`src/rtl/pattern_checker_32bit.sv`:
```
// Drains a pipe-in FIFO and checks each word against a regenerated test pattern; PATTERN_CHECKER_CAPTURE_EN builds first-error capture.
// Read-to-counter latency 2 edges, one word/cycle; reads pause while fifo_empty is high, no reads once expected_words are issued.
module pattern_checker_32bit #(
  parameter int FIFO_RD_LATENCY = 1
) (
  input  logic        clk,
  input  logic        reset,
  input  logic [31:0] pattern,
  input  logic        start,
  input  logic        stop,
  input  logic [31:0] expected_words,
  input  logic        fifo_empty,
  output logic        fifo_rd_en,
  input  logic [31:0] fifo_dout,
  output logic [63:0] word_count,
  output logic [31:0] error_count,
  output logic        busy,
  output logic        done,
  output logic        error_flag,
  output logic [31:0] first_err_index,
  output logic [31:0] first_err_expected,
  output logic [31:0] first_err_received
);

  typedef enum logic [1:0] {S_IDLE, S_RUN, S_DRAIN, S_DONE} state_t;

  // Only a one-cycle FIFO read latency is handled; any other setting never issues reads.
  localparam bit LAT_SUPPORTED = (FIFO_RD_LATENCY == 1);

  localparam logic [2:0] PAT_COUNTER = 3'd0;
  localparam logic [2:0] PAT_WALK    = 3'd1;
  localparam logic [2:0] PAT_LFSR    = 3'd2;
  localparam logic [2:0] PAT_ALT     = 3'd3;

  state_t      state, state_nxt;
  logic [31:0] issued;
  logic        rd_valid;
  logic [2:0]  pat_sel;
  logic [31:0] gen_word;
  logic [31:0] gen_next;
  logic [31:0] seed;
  logic        more_to_read;
  logic        last_read;
  logic        compare;
  logic        mismatch;

  assign more_to_read = (expected_words == 32'd0) || (issued < expected_words);
  assign last_read    = (expected_words != 32'd0) &&
                        ((fifo_rd_en && (issued + 32'd1 == expected_words)) || !more_to_read);
  // A word already in flight when start arrives belongs to the old run and is dropped.
  assign compare      = rd_valid && !start;
  assign mismatch     = compare && (fifo_dout != gen_word);

  always_comb begin
    seed = 32'd0;
    case (pattern[2:0])
      PAT_COUNTER: seed = 32'd0;
      PAT_WALK:    seed = 32'd1;
      PAT_LFSR:    seed = 32'd1;
      PAT_ALT:     seed = 32'hAAAA_AAAA;
      default:     seed = {3'b000, pattern[31:3]};
    endcase
  end

  always_comb begin
    gen_next = gen_word;
    case (pat_sel)
      PAT_COUNTER: gen_next = gen_word + 32'd1;
      PAT_WALK:    gen_next = {gen_word[30:0], gen_word[31]};
      PAT_LFSR:    gen_next = {gen_word[30:0],
                               gen_word[31] ^ gen_word[21] ^ gen_word[1] ^ gen_word[0]};
      PAT_ALT:     gen_next = ~gen_word;
      default:     gen_next = gen_word;
    endcase
  end

  always_ff @(posedge clk or posedge reset) begin
    if (reset) state <= S_IDLE;
    else       state <= state_nxt;
  end

  always_comb begin
    state_nxt = state;
    if (start) begin
      state_nxt = S_RUN;
    end else begin
      case (state)
        S_RUN:   if (stop || last_read) state_nxt = S_DRAIN;
        S_DRAIN: state_nxt = S_DONE;
        default: state_nxt = state;
      endcase
    end
  end

  always_comb begin
    fifo_rd_en = LAT_SUPPORTED && (state == S_RUN) && !fifo_empty && more_to_read;
    busy       = (state == S_RUN) || (state == S_DRAIN);
    done       = (state == S_DONE);
  end

  always_ff @(posedge clk or posedge reset) begin
    if (reset) begin
      issued      <= 32'd0;
      rd_valid    <= 1'b0;
      pat_sel     <= 3'd0;
      gen_word    <= 32'd0;
      word_count  <= 64'd0;
      error_count <= 32'd0;
      error_flag  <= 1'b0;
    end else begin
      rd_valid <= fifo_rd_en;
      if (start) begin
        // A strobe issued in the start cycle is the first read of the new run.
        issued      <= {31'd0, fifo_rd_en};
        pat_sel     <= pattern[2:0];
        gen_word    <= seed;
        word_count  <= 64'd0;
        error_count <= 32'd0;
        error_flag  <= 1'b0;
      end else begin
        if (fifo_rd_en) issued <= issued + 32'd1;
        if (compare) begin
          word_count <= word_count + 64'd1;
          gen_word   <= gen_next;
          if (mismatch) begin
            if (error_count != 32'hFFFF_FFFF) error_count <= error_count + 32'd1;
            error_flag <= 1'b1;
          end
        end
      end
    end
  end

`ifdef PATTERN_CHECKER_CAPTURE_EN
  always_ff @(posedge clk or posedge reset) begin
    if (reset) begin
      first_err_index    <= 32'd0;
      first_err_expected <= 32'd0;
      first_err_received <= 32'd0;
    end else if (start) begin
      first_err_index    <= 32'd0;
      first_err_expected <= 32'd0;
      first_err_received <= 32'd0;
    end else if (mismatch && !error_flag) begin
      first_err_index    <= word_count[31:0];
      first_err_expected <= gen_word;
      first_err_received <= fifo_dout;
    end
  end
`else
  assign first_err_index    = 32'd0;
  assign first_err_expected = 32'd0;
  assign first_err_received = 32'd0;
`endif

endmodule

```
`config.mk`:
```
export PLATFORM = sky130hd
export DESIGN_NAME = pattern_checker_32bit
export DESIGN_NICKNAME = d
export VERILOG_FILES = /design/src/rtl/pattern_checker_32bit.sv
export SDC_FILE = /design/constraint.sdc
export NUM_CORES = 1
export LEC_CHECK = 0
export BUFFER_PORTS_ARGS = -buffer_cell sky130_fd_sc_hd__buf_2
export CORE_ASPECT_RATIO = 2
export CORE_UTILIZATION = 30
export CTS_BUF_LIST = sky130_fd_sc_hd__clkbuf_16
export DETAILED_ROUTE_END_ITERATION = 16
export PLACE_DENSITY = 0.61
export SYNTH_ARGS = -nofsm -noshare
export SYNTH_HDL_FRONTEND = slang
export SYNTH_SLANG_ARGS = --single-unit
```
`constraint.sdc`:
```
create_clock -name clk -period 10.7 [get_ports clk]
set_input_delay 1.605 -clock clk [delete_from_list [all_inputs] [get_ports clk]]
set_output_delay 1.605 -clock clk [all_outputs]
set_load 0.005 [all_outputs]
```
After elaboration in Yosys (flattened, before gate mapping)

Index checks and enable logic that the tools add are counted.

Register bits after elaboration: 167
Word-level logic and storage cells: 76

Add/sub/neg operators: 4
$lt $le $gt $ge: 1
Eq/ne operators: 13
Mux-type cells: 18
Bitwise operators: 4
Reduce and logical (&&, ||, !) cells: 28

Operators with widths:

| operator              | count |
|---|---|
| $mux 32               | 8 |
| $mux 64               | 2 |
| $pmux 32 s4           | 1 |
| $add 32x1->32 const B | 3 |
| $pmux 32 s3           | 1 |
| $add 64x1->64 const B | 1 |
| $eq 32x32->1          | 1 |
| $logic_not 32->1      | 1 |
| $lt 32x32->1          | 1 |
| $ne 32x32->1          | 1 |
| $ne 32x32->1 const B  | 1 |
| $not 32->32           | 1 |
| $reduce_bool 32->1    | 1 |
| $eq 3x2->1 const B    | 4 |
| $reduce_bool 2->1     | 4 |
| $eq 3x1->1 const B    | 2 |
| $logic_and 1x1->1     | 6 |
| $logic_not 3->1       | 2 |
| $reduce_and 2->1      | 3 |
| $reduce_bool 5->1     | 1 |
| $eq 2x2->1 const B    | 2 |
| $logic_or 1x1->1      | 4 |
| $mux 2                | 2 |
| $pmux 2 s2            | 1 |
| 8 further kinds       | 14 |

Logic depth before layout (Yosys ltp)

Depth in word-level cells: 10
Mapped depth: 12
Depth with buffers taken out: 10

Worst setup path after synthesis

No wires, ideal clock.

Path kind: input to output
Start point: in expected_words[17]
End point: out fifo_rd_en
Data arrival time: 3.578 ns
Required time: 9.095 ns
Slack: 5.517 ns
Cell stages on the path: 9
Cell sequence: inv_1 ha_1 a21oi_1 o21ai_0 a221oi_1 a21oi_1 nor4_1 clkbuf_1 clkbuf_1

Cells in the longest elaborated chain, start to end: 3
Elaborated cells between the ends (all ways): 4
Those cells by class: order compare (1); reduce/logical (3)

RTL lines:

| element                                                 | line | RTL |
|---|---|---|
| from (decl)                                             | 11   | `input logic [31:0] expected_words,` |
| $lt 32x32->1 / $logic_not 32->1 (equally long branches) | 47   | `assign more_to_read = (expected_words == 32'd0) \|\| (issued < expected_words);` |
| $logic_or 1x1->1 *                                      | 47   |  |
| $logic_and 1x1->1 *                                     | 96   | `fifo_rd_en = LAT_SUPPORTED && (state == S_RUN) && !fifo_empty && more_to_read;` |
| to (decl)                                               | 13   | `output logic fifo_rd_en,` |

Mark *: on every way between the ends. The rest lies on a longest branch, timed or not.

Worst setup path in the final report

Same ends and word-level chain as after synthesis.

==> flow_summary.toml <==
[synth]
synth_area_per_cell_sq_um = 8.22
ys_seq_elements = 167
yosysWarnings = 0
synth_cell_type_count = 67
synthFlopType = "dfrtp_1"
syn_inst = 1483
async_flop_share_pct = 100
netlist_top_cells_area = "dfrtp_1 (34%), xor2_1 (10%), nor2_1 (6.1%), buf_4 (6.0%), ha_1 (4.0%)"
syn-cell-area_sq_mm = 0.0122
synth_edf_count = 0
synth.largest_area_cell = "dfrtp_1"
synth_seq_area_share_pct = 34.3
synthDominantCellAreaShare_pct = 34.3

[job]
maxCapViolations = 0

[critical_path]
regToRegStartpoint = "issued[8]"
cp.depth = 10
startpoint = "expected_words[17]"
endpoint_kind = "primary output"
criticalPathCategory = "input pin to primary output"
crit_buf_inv = 4
path_max_fanout = 32
crit_family = "compound AO/OA/AOI/OAI gates"
crit_required_ps = 9100
r2r_cells = 8
critPathLaunchType = "input pin"
crit_chain = "buf_2 > inv_1 > ha_1 > a21oi_1 > o21ai_0 > a221oi_1 > a21oi_1 > nor4_2 > buf_4 > buf_2"
max_stage_delay_ps = 380
arrival_ps = 3740
cp_slowest_cell = "a221oi_1"

[timing]
hold_violations = 0
worstMarginPinSlew_ps = 1160
timing.final.crit_share_pct = 50.0
drv_slew = 0
finalClockSkew_ps = 13.1
rsz0062_at_grt = "no"
fin_ws_ps = 5350
setup_viol = 0
holdWs_ps = 551
fin_crit_ps = 5350
max_slew_margin_pct = 22.1
setup-tns-final_ps = 0
fmax_mhz = 187

[worst_hold_path]
min_path_cells = 2
worstHoldStart = "word_count[63]"
hold_path_class = "register to register"

[global_routing]
grt.total_usage_pct = 18.8
grt_pass1_vias = 10600
grt_max_degree = 68
antenna_found_initial = 0
grt_overflow = 0
grt_pass1_wl_um = 59400

[floorplan]
io_pins = 297
die-area_sq_mm = 0.0415
placementRows = 104
die_height_um = 287
core_area_sq_mm = 0.0402
start_util_pct = 30.3
fp.dieW_um = 145

[route]
drtIter0Drc = 752
wl_um = 38400
dr.pass1.iters = 7
drc = 0
routedWlPerCell_um = 17.7
vias = 11200
viasPerCell = 5.14
ant_nets = 0

[final_layout]
drive_above_1_share_pct = 15.7
fillerInstances = 4185
fin_util_pct = 34.3
area_growth_pct = 13.3
nets = 1765
diodes = 0

[place]
numPortBuffers = 200
globalplace.congestion = 0.936
dp_hpwl_um = 28800
pre_cts_ws_ps = 5390

[clocking]
cts_setup_buffers = 0
ctsResizeCount = 0
cts-root-buf = "clkbuf_16"
cts_hold_buf = 0
cts_max_level = 4
tritoncts = "done"
clkLatencyLatePin_ps = 460
clk_pin_slew_ps = 70
cts.sinks = 167
numCtsBuffers = 17
clockBufferDepth = 2

[status]
status = "finished clean"

[power]
power.density_mw_per_mm2 = 130
p_leak_nw = 6.37
ir_drop_uv = 115
-- cells in the final DEF (no fill, tap or decap), types with 4 or more instances in the layout --
master       n
o31ai_1      5
a21oi_1     61
buf_2      199
or3_1       14
nor3_1      29
a211oi_1     6
ha_1        39
nand2b_1     4
nand4_1     52
and3_1      27
o2111ai_1    4
conb_1      96
nand3_1     75
a221oi_1     8
nor2b_1      9
nand2_1    112
a41oi_1      4
xnor2_1     55
mux2i_1      6
a31oi_1     16
o211ai_1    13
nor2_1     197
buf_4       13
nor3b_1      6
a21o_1       5
inv_1       56
xor2_1     139
nor4_1      31
clkbuf_16   17
and4_1      21
a22oi_1      7
dfrtp_1    167
and2_1      11
o21ai_0     63
a2111oi_0   11
inv_6        6
-- cells by family after synthesis --
family,count (synthesis),share of synthesized area (%)
other cells,1,0.0308
xor+xnor,194,13.9
compound gates,226,11.8
buf+inv,241,10.6
simple gates,606,24.6
mux,9,0.770
fa+ha+maj,39,4.00
flops,167,34.3
-- worst reg2reg max path, cell delays in order, from the launching register on --
cell       delay (ps)
dfrtp_1           640
nand4_1           440
nor3b_1           760
nand3_1           250
xnor2_1           190
nor4_1            310
o2111ai_1         270
or3_1             410
o211ai_1           90
-- through the flow --
step,instances,area [sq um],power [mW]
2_1_floorplan,1578,12500,1.06
3_3_place_gp,2136,13200,1.17
3_5_place_dp,2136,13200,1.17
4_1_cts,2168,13800,1.81
5_1_grt,2168,13800,1.88
6_report,2168,13800,1.79
-- cells in the mapped netlist (all sizes together), types with 52 or more instances --
| cell type | instances |
|---|---|
| nor2 | 197 |
| dfrtp | 167 |
| xor2 | 139 |
| nand2 | 112 |
| buf | 108 |
| clkbuf | 76 |
| nand3 | 76 |
| o21ai | 63 |
| a21oi | 61 |
| inv | 57 |
| xnor2 | 55 |
| nand4 | 52 |
-- report_power, final --
part | switching, mW | total [mW] | internal, mW | leakage (nW)
Sequential | 0.109 | 0.782 | 0.674 | 2.26
Combinational | 0.229 | 0.377 | 0.148 | 3.82
Clock | 0.303 | 0.629 | 0.326 | 0.284
-- final timing paths --
path,end,slack (ps)
setup / recovery,fifo_rd_en,5350
hold / removal,word_count[63],550
setup reg to reg,state[0],7260
hold reg to reg,word_count[63],550
max in group asynchronous,gen_word[10],8270
min in group asynchronous,word_count[61],1130
-- per-layer routing --
metal	routed length, um	up-vias	track usage, %
li1	-	5248	-
met1	14300	5337	19.8
met2	20500	460	34.6
met3	1760	105	2.88
met4	1940	0	11.3
met5	0	-	0
-- sequential cells by signal (all words and copies together), names as in the netlist --
name and count:
error_count 32, error_flag 1, gen_word 32, issued 32, pat_sel 3, rd_valid 1, state 2, word_count 64
-- final cells by class --
cell class	instances	area, sq um	share of cell area (%)
Timing Repair Buffer	212	1090	7.92
Clock buffer	17	425	3.08
Sequential cell	167	4180	30.3
Multi-Input combinational cell	1170	7090	51.3
Clock inverter	15	144	1.04
Tap cell	530	663	4.80
Inverter	57	219	1.59
Note: power is estimated with default switching activity, not from simulation.
